[config.mk]
export PLATFORM = sky130hd
export DESIGN_NAME = wallace_mult_pipe
export DESIGN_NICKNAME = d
export VERILOG_FILES = /design/src/rtl/wallace_mult_pipe.sv
export SDC_FILE = /design/constraint.sdc
export NUM_CORES = 1
export LEC_CHECK = 0
export ABC_AREA = 1
export ABC_CLOCK_PERIOD_IN_PS = 1600
export BUFFER_PORTS_ARGS = -buffer_cell sky130_fd_sc_hd__buf_2
export CAP_MARGIN = 20
export CORE_MARGIN = 2
export CORE_UTILIZATION = 34
export CTS_CLUSTER_SIZE = 10
export DETAILED_ROUTE_END_ITERATION = 8
export PLACE_DENSITY = 0.62
export REMOVE_ABC_BUFFERS = 1
export SYNTH_ARGS = -nofsm -noshare
export SYNTH_HDL_FRONTEND = slang
export SYNTH_SLANG_ARGS = --single-unit
[constraint.sdc]
create_clock -name clk_i -period 1.6 [get_ports clk_i]
set_clock_uncertainty 0.15 [all_clocks]
set_input_delay 0 -clock clk_i [delete_from_list [all_inputs] [get_ports clk_i]]
set_output_delay 0 -clock clk_i [all_outputs]
set_load 0.005 [all_outputs]
[src/rtl/wallace_mult_pipe.sv]
// wallace_mult_pipe: parametrised, pipelined Wallace-tree multiplier with valid/ready on both sides.
// Optional macro WALLACE_SIGNED_EN adds sgn_i and a Baugh-Wooley two's-complement mode.
module wallace_mult_pipe #(
    parameter int XW   = 9,
    parameter int YW   = 4,
    parameter int PIPE = 2
) (
    input  logic             clk_i,
    input  logic             rst_i,
    input  logic             in_valid_i,
    output logic             in_ready_o,
    input  logic [XW-1:0]    x_i,
    input  logic [YW-1:0]    y_i,
`ifdef WALLACE_SIGNED_EN
    input  logic             sgn_i,
`endif
    output logic             out_valid_o,
    input  logic             out_ready_i,
    output logic [XW+YW-1:0] product_o
);

    localparam int W = XW + YW;
`ifdef WALLACE_SIGNED_EN
    localparam int NROW = YW + 1;
    // Baugh-Wooley correction 2^(XW-1) + 2^(YW-1) + 2^(W-1), taken modulo 2^W.
    localparam logic [W-1:0] KCORR = W'((64'd1 << (XW - 1)) + (64'd1 << (YW - 1)) + (64'd1 << (W - 1)));
`else
    localparam int NROW = YW;
`endif

    function automatic int rows_at(input int lvl);
        int c;
        c = NROW;
        for (int k = 0; k < lvl; k++) c = (c / 3) * 2 + c % 3;
        return c;
    endfunction

    function automatic int num_lvls(input int c0);
        int c;
        int n;
        c = c0;
        n = 0;
        while (c > 2) begin
            c = (c / 3) * 2 + c % 3;
            n++;
        end
        return n;
    endfunction

    localparam int NLVL = num_lvls(NROW);

    logic         advance;
    logic [W-1:0] pp_d [NROW];
    logic [W-1:0] tree_in [NROW];
    logic         v_tree;
    logic [W-1:0] cpa_a, cpa_b;
    logic         v_cpa;
    logic [W-1:0] product_d, product_q;
    logic         out_valid_q;

    assign advance     = !out_valid_q || out_ready_i;
    assign in_ready_o  = advance;
    assign out_valid_o = out_valid_q;
    assign product_o   = product_q;

    always_comb begin
        for (int j = 0; j < NROW; j++) pp_d[j] = '0;
        for (int j = 0; j < YW; j++) begin
            for (int i = 0; i < XW; i++) begin
`ifdef WALLACE_SIGNED_EN
                pp_d[j][i+j] = (x_i[i] & y_i[j]) ^ (sgn_i & ((i == XW - 1) != (j == YW - 1)));
`else
                pp_d[j][i+j] = x_i[i] & y_i[j];
`endif
            end
        end
`ifdef WALLACE_SIGNED_EN
        pp_d[YW] = sgn_i ? KCORR : '0;
`endif
    end

    generate
        if (PIPE == 3) begin : g_pp_reg
            logic [W-1:0] pp_q [NROW];
            logic         v_pp_q;
            always_ff @(posedge clk_i) begin
                if (rst_i) begin
                    pp_q   <= '{default: '0};
                    v_pp_q <= 1'b0;
                end else if (advance) begin
                    pp_q   <= pp_d;
                    v_pp_q <= in_valid_i;
                end
            end
            assign tree_in = pp_q;
            assign v_tree  = v_pp_q;
        end else begin : g_pp_comb
            assign tree_in = pp_d;
            assign v_tree  = in_valid_i;
        end
    endgenerate

    // Each level compresses rows in groups of three; leftover rows pass straight down.
    generate
        for (genvar l = 0; l <= NLVL; l++) begin : lev
            logic [W-1:0] r [rows_at(l)];
            if (l == 0) begin : g_root
                assign r = tree_in;
            end else begin : g_csa
                localparam int NP = rows_at(l - 1);
                localparam int NG = NP / 3;
                for (genvar g = 0; g < NG; g++) begin : fa
                    assign r[2*g]   = lev[l-1].r[3*g] ^ lev[l-1].r[3*g+1] ^ lev[l-1].r[3*g+2];
                    assign r[2*g+1] = ((lev[l-1].r[3*g]   & lev[l-1].r[3*g+1]) |
                                       (lev[l-1].r[3*g]   & lev[l-1].r[3*g+2]) |
                                       (lev[l-1].r[3*g+1] & lev[l-1].r[3*g+2])) << 1;
                end
                for (genvar p = 0; p < NP % 3; p++) begin : pass
                    assign r[2*NG+p] = lev[l-1].r[3*NG+p];
                end
            end
        end
    endgenerate

    generate
        if (PIPE >= 2) begin : g_row_reg
            logic [W-1:0] sum_q, carry_q;
            logic         v_row_q;
            always_ff @(posedge clk_i) begin
                if (rst_i) begin
                    sum_q   <= '0;
                    carry_q <= '0;
                    v_row_q <= 1'b0;
                end else if (advance) begin
                    sum_q   <= lev[NLVL].r[0];
                    carry_q <= lev[NLVL].r[1];
                    v_row_q <= v_tree;
                end
            end
            assign cpa_a = sum_q;
            assign cpa_b = carry_q;
            assign v_cpa = v_row_q;
        end else begin : g_row_comb
            assign cpa_a = lev[NLVL].r[0];
            assign cpa_b = lev[NLVL].r[1];
            assign v_cpa = v_tree;
        end
    endgenerate

    assign product_d = cpa_a + cpa_b;

    // Bubbles leave product_q untouched so it keeps the last real result.
    always_ff @(posedge clk_i) begin
        if (rst_i) begin
            product_q   <= '0;
            out_valid_q <= 1'b0;
        end else if (advance) begin
            out_valid_q <= v_cpa;
            if (v_cpa) product_q <= product_d;
        end
    end

endmodule

After elaboration in Yosys (flattened, before gate mapping)
Cells that the tools add are included.

Reductions and logical operators: 3. Bitwise gates (word level): 50. $add $sub $neg: 1.

Operator list (number): bitwise AND 1 bit (36); bitwise AND 11 x 12 -> 12 bit (2); bitwise OR 12 bit (2); adder 13 bit (1); bitwise AND 12 bit (1); bitwise XOR 11 x 12 -> 12 bit (1); bitwise XOR 12 bit (1); bitwise AND 10 x 11 -> 11 bit (1); bitwise AND 9 x 11 -> 11 bit (1); bitwise OR 10 x 11 -> 11 bit (1); bitwise OR 11 bit (1); bitwise XOR 10 x 11 -> 11 bit (1); bitwise AND 9 x 10 -> 10 bit (1); bitwise XOR 9 x 10 -> 10 bit (1); AND reduction 2 bit (1); logical NOT 1 bit (1); logical OR 1 bit (1).

Input port bits: 17. Logic and storage cells: 59. Register bits after elaboration: 40. Output and inout port bits: 15.

Logic depth before layout (Yosys ltp)
Depth in word-level cells: 7. Depth in mapped cells: 12. Depth with buffers taken out: 12.

Worst setup path before layout
No wires, ideal clock.

Path kind: input to register. Start: input y_i[1]. End: register g_row_reg.sum_q[4], in the netlist cpa_a[4]. Stages: 7. Buffers on the path: 1. Required time: 1.331 ns. Data arrival time: 1.468 ns. Library setup time: 0.119 ns. Path slack: -0.137 ns. Path through: clkbuf_1 nand2_1 inv_1 fa_1 fa_1 o21ai_0 a21oi_1.

RTL lines: start, declared (RTL line 13) `input logic [YW-1:0] y_i,`; end signal, assigned (RTL line 135) `sum_q <= lev[NLVL].r[0];`; end, declared (RTL line 127) `logic [W-1:0] sum_q, carry_q;`.

Final worst setup path
Start: register g_row_reg.sum_q[3], in the netlist cpa_a[3]. End: register product_q[9], in the netlist product_o[9].

Cells in the longest elaborated chain, start to end: 1.

Ends and longest elaborated chain: adder 13 bit (RTL line 150) `assign product_d = cpa_a + cpa_b;`; end signal, assigned (RTL line 159) `if (v_cpa) product_q <= product_d;`; end, declared (RTL line 58) `logic [W-1:0] product_d, product_q;`.

No other way between the ends. A chain may end at the register's enable or synchronous reset.

==> reports/results.tsv <==
stage	metric	value	unit
sta	Slew Viols, Final	0	
global_route	initial antenna violation count	0	
power	Leak Pwr	1.67	nW
yosys	Yosys reg bits	36	
clocking	root buf cell	clkbuf_8	
final_layout	Synth-to-Final Area Change	24.5	%
setup_path	WS Path Type	reg2reg	
final_layout	Final nets	424	
yosys	Ys Warns	0	
final_layout	most frequent cells in the layout	nand2_1 (63), inv_1 (60), nor2_1 (56)	
yosys	post-synth cell types	20	
yosys	Post-Syn Area	2320	sq um
yosys	syn avg cell area	7.09	sq um
final_layout	# diodes	0	
final_layout	Layout Utilization	0.432	
drt	number of DRC markers in iteration 0	78	
global_route	vias in the first global route	1941	
floorplanning	num ports	32	
floorplanning	Rows	30	
setup_path	Critical Path Start	cpa_a[3]$_SDFFE_PP0N_	
setup_path	Crit. End Element	register	
placed_design	Placer Congestion	0.891	
setup_path	critical path startpoint category	register	
power	Reg power frac	0.441	
floorplanning	Initial Util	0.347	
setup_path	Worst Reg2Reg Path Length in Cells	11	
sta	post-route minimum period	1.66	ns
setup_path	data arrival time of the critical path	1.70	ns
floorplanning	core area	6680	sq um
yosys	top cell type by total area after synthesis	dfxtp_1	
drt	final WL	4.93	mm
global_route	first-pass GRT wire length	8.37	mm
drt	drt pass-1 iters	4	
final_layout	fillers	675	
drt	per-cell routed wire length	10.7	um
sta	Hold Vio Cnt, Final	0	
power	Power Internal	1.65	mW
clocking	H-tree depth	2	
clocking	Max clock buf depth	2	
global_route	gr ovfl total	0	
final_layout	layout cells sized above 1	0.219	
drt	remaining antenna violation count	0	
yosys	Post-Syn Instances	327	
floorplanning	Die Ht	86.6	um
placed_design	PortBufs	31	
power	sw power	709	uW
final_layout	commonest non-fill, non-tap cell in the layout	nand2_1	
drt	via count	2015	
outcome	failing checks	setup timing	
clocking	Skew-Pair Late Insertion Delay	0.28	ns
power	VDD IR max	0.381	mV
setup_path	r2r setup slk	-0.06	ns
sta	Final Cycle Share	1.04	
global_route	largest net degree at the start of global routing	31	
outcome	outcome	complete, but fails checks	
global_route	gr usage total	0.137	
clocking	Worst-path clk slew	0.07	ns
setup_path	Worst R2R Start	cpa_a[3]$_SDFFE_PP0N_	
setup_path	crit-path max FO	3	
floorplanning	Die X-Extent	86.6	um
sta	RSZ-0062 raised after global routing	true	
sta	FMAX	604	MHz
power	Gate power share	0.265	
yosys	register area share after synthesis	0.311	
setup_path	reg2reg end	product_o[9]$_SDFFE_PP0P_	
drt	DR DRC count	0	
job	maxcap violations	0	
sta	Slew @ Worst Pin	0.286	ns
placed_design	dpl hpwl	3.49	mm
clocking	CTS Sinks	36	
floorplanning	die area	7500	sq um
setup_path	crit path capture	product_o[9]$_SDFFE_PP0P_	
worst_hold_path	min-delay src	y_i[0]	
power	Sw Share	0.300	
power	clock network power share	0.294	
yosys	top-area cell type share of the netlist area	0.311	
worst_hold_path	min-delay worst type	in2reg	
sta	Max-slew headroom	0.809	
drt	DR vias/cell	4.39	
power	Power Density	817	nW/um^2
sta	Final Worst Setup Slack	-0.0564	ns
final_layout	post-route non-filler standard cell count	459	
clocking	CTS buffer count	5	
clocking	CTS tree	built	
setup_path	Req. time, crit path	1.64	ns
sta	Setup Viol. Count Final	2	
placed_design	DP Cell Count	441	
yosys	ranking of synthesized cells by area	dfxtp_1 (31%), fa_1 (14%), nand2_1 (11%), inv_1 (10%), nor2_1 (9.1%)	
==> power groups by stage <==
stage	clock network, mW	logic [mW]	registers [mW]
final	0.693	0.625	1.04
after global routing	0.739	0.730	1.05
after CTS	0.715	0.595	1.03
after detailed placement	0	0.571	1.05
after global placement	0	0.563	1.05
after floorplan	0	0.364	1.04
==> worst min path at each step <==
stage | depth (start not counted) | slack [ns] | to
6_report | 4 | 0.06 | cpa_a[0]$_SDFFE_PP0N_
5_1_grt | 4 | 0.09 | cpa_a[0]$_SDFFE_PP0N_
3_5_place_dp | 2 | 0.12 | out_valid_o$_SDFFE_PP0N_
2_1_floorplan | 1 | -0.08 | out_valid_o$_SDFFE_PP0N_
3_3_place_gp | 2 | 0.12 | out_valid_o$_SDFFE_PP0N_
4_1_cts | 2 | -0.19 | out_valid_o$_SDFFE_PP0N_
==> metal layers <==
metal,share of wire,GRT usage,vias to the layer above
li1,-,-,1083
met1,0.51,0.185,886
met2,0.45,0.222,42
met3,0.034,0.0314,4
met4,0.0065,0.0369,0
met5,0,0,-
==> flip-flops by register name, indices dropped and copies added (netlist names) <==
name,cells
product_o,13
g_row_reg.v_row_q,1
cpa_a,12
cpa_b,9
out_valid_o,1
==> repair_timing <==
action	4_1_cts	5_1_grt
buffers inserted	2	2
hold buffers	5	1
resized for setup	12	11
setup endpoints to repair	5	17
endpoints found under the hold margin	9	6
gates cloned	1	0
pin swaps	2	2
==> cell type report <==
type,instances,area [sq um],area share
Inverter,63,240,0.0832
Sequential cell,36,723,0.250
Timing Repair inverter,1,7.51,0.00260
Timing Repair Buffer,57,365,0.127
Tap cell,80,100,0.0347
Clock buffer,7,96.3,0.0334
Multi-Input combinational cell,215,1360,0.469
==> stage by stage <==
stage / power (mW) / setup slack (ns) / TNS (ns) / instance area, sq um / hold slack (ns)
after detailed placement: 1.62 / -0.228 / -2.37 / 2610 / 0.115
after floorplan: 1.41 / -0.0660 / -0.125 / 2240 / -0.0809
after global routing: 2.52 / -0.163 / -0.500 / 2890 / 0.0926
after CTS: 2.34 / -0.0557 / -0.0756 / 2820 / -0.191
final: 2.36 / -0.0564 / -0.0794 / 2890 / 0.0600
after global placement: 1.61 / -0.198 / -1.92 / 2610 / 0.122
==> critical path, stage by stage, from the launching register on <==
cell     delay (ns)
dfxtp_2        0.36
ha_4           0.14
inv_2          0.03
fa_2           0.34
inv_2          0.06
nand3_2        0.07
nand2_2        0.10
nand2_1        0.07
nand3_1        0.07
nand3_1        0.08
nand2_1        0.06
inv_1          0.03
==> cells in the mapped netlist, drive strengths merged <==
cell type	instances
ha	12
dfxtp	36
a31oi	1
inv	63
nor2	59
o21ai	31
a21oi	14
nand3	12
buf	7
xor2	2
nand2	68
clkbuf	6
fa	16
==> kinds of logic (layout without fill, tap and decap cells) <==
| family | Yosys count | in the layout | share of synthesized area |
|---|---|---|---|
| buf+inv | 76 | 128 | 0.137 |
| fa+ha+maj | 28 | 28 | 0.203 |
| xor+xnor | 2 | 2 | 0.00755 |
| compound gates | 46 | 46 | 0.103 |
| flops | 36 | 36 | 0.311 |
| simple gates | 139 | 139 | 0.239 |
Power figures use the tool's default switching activity.
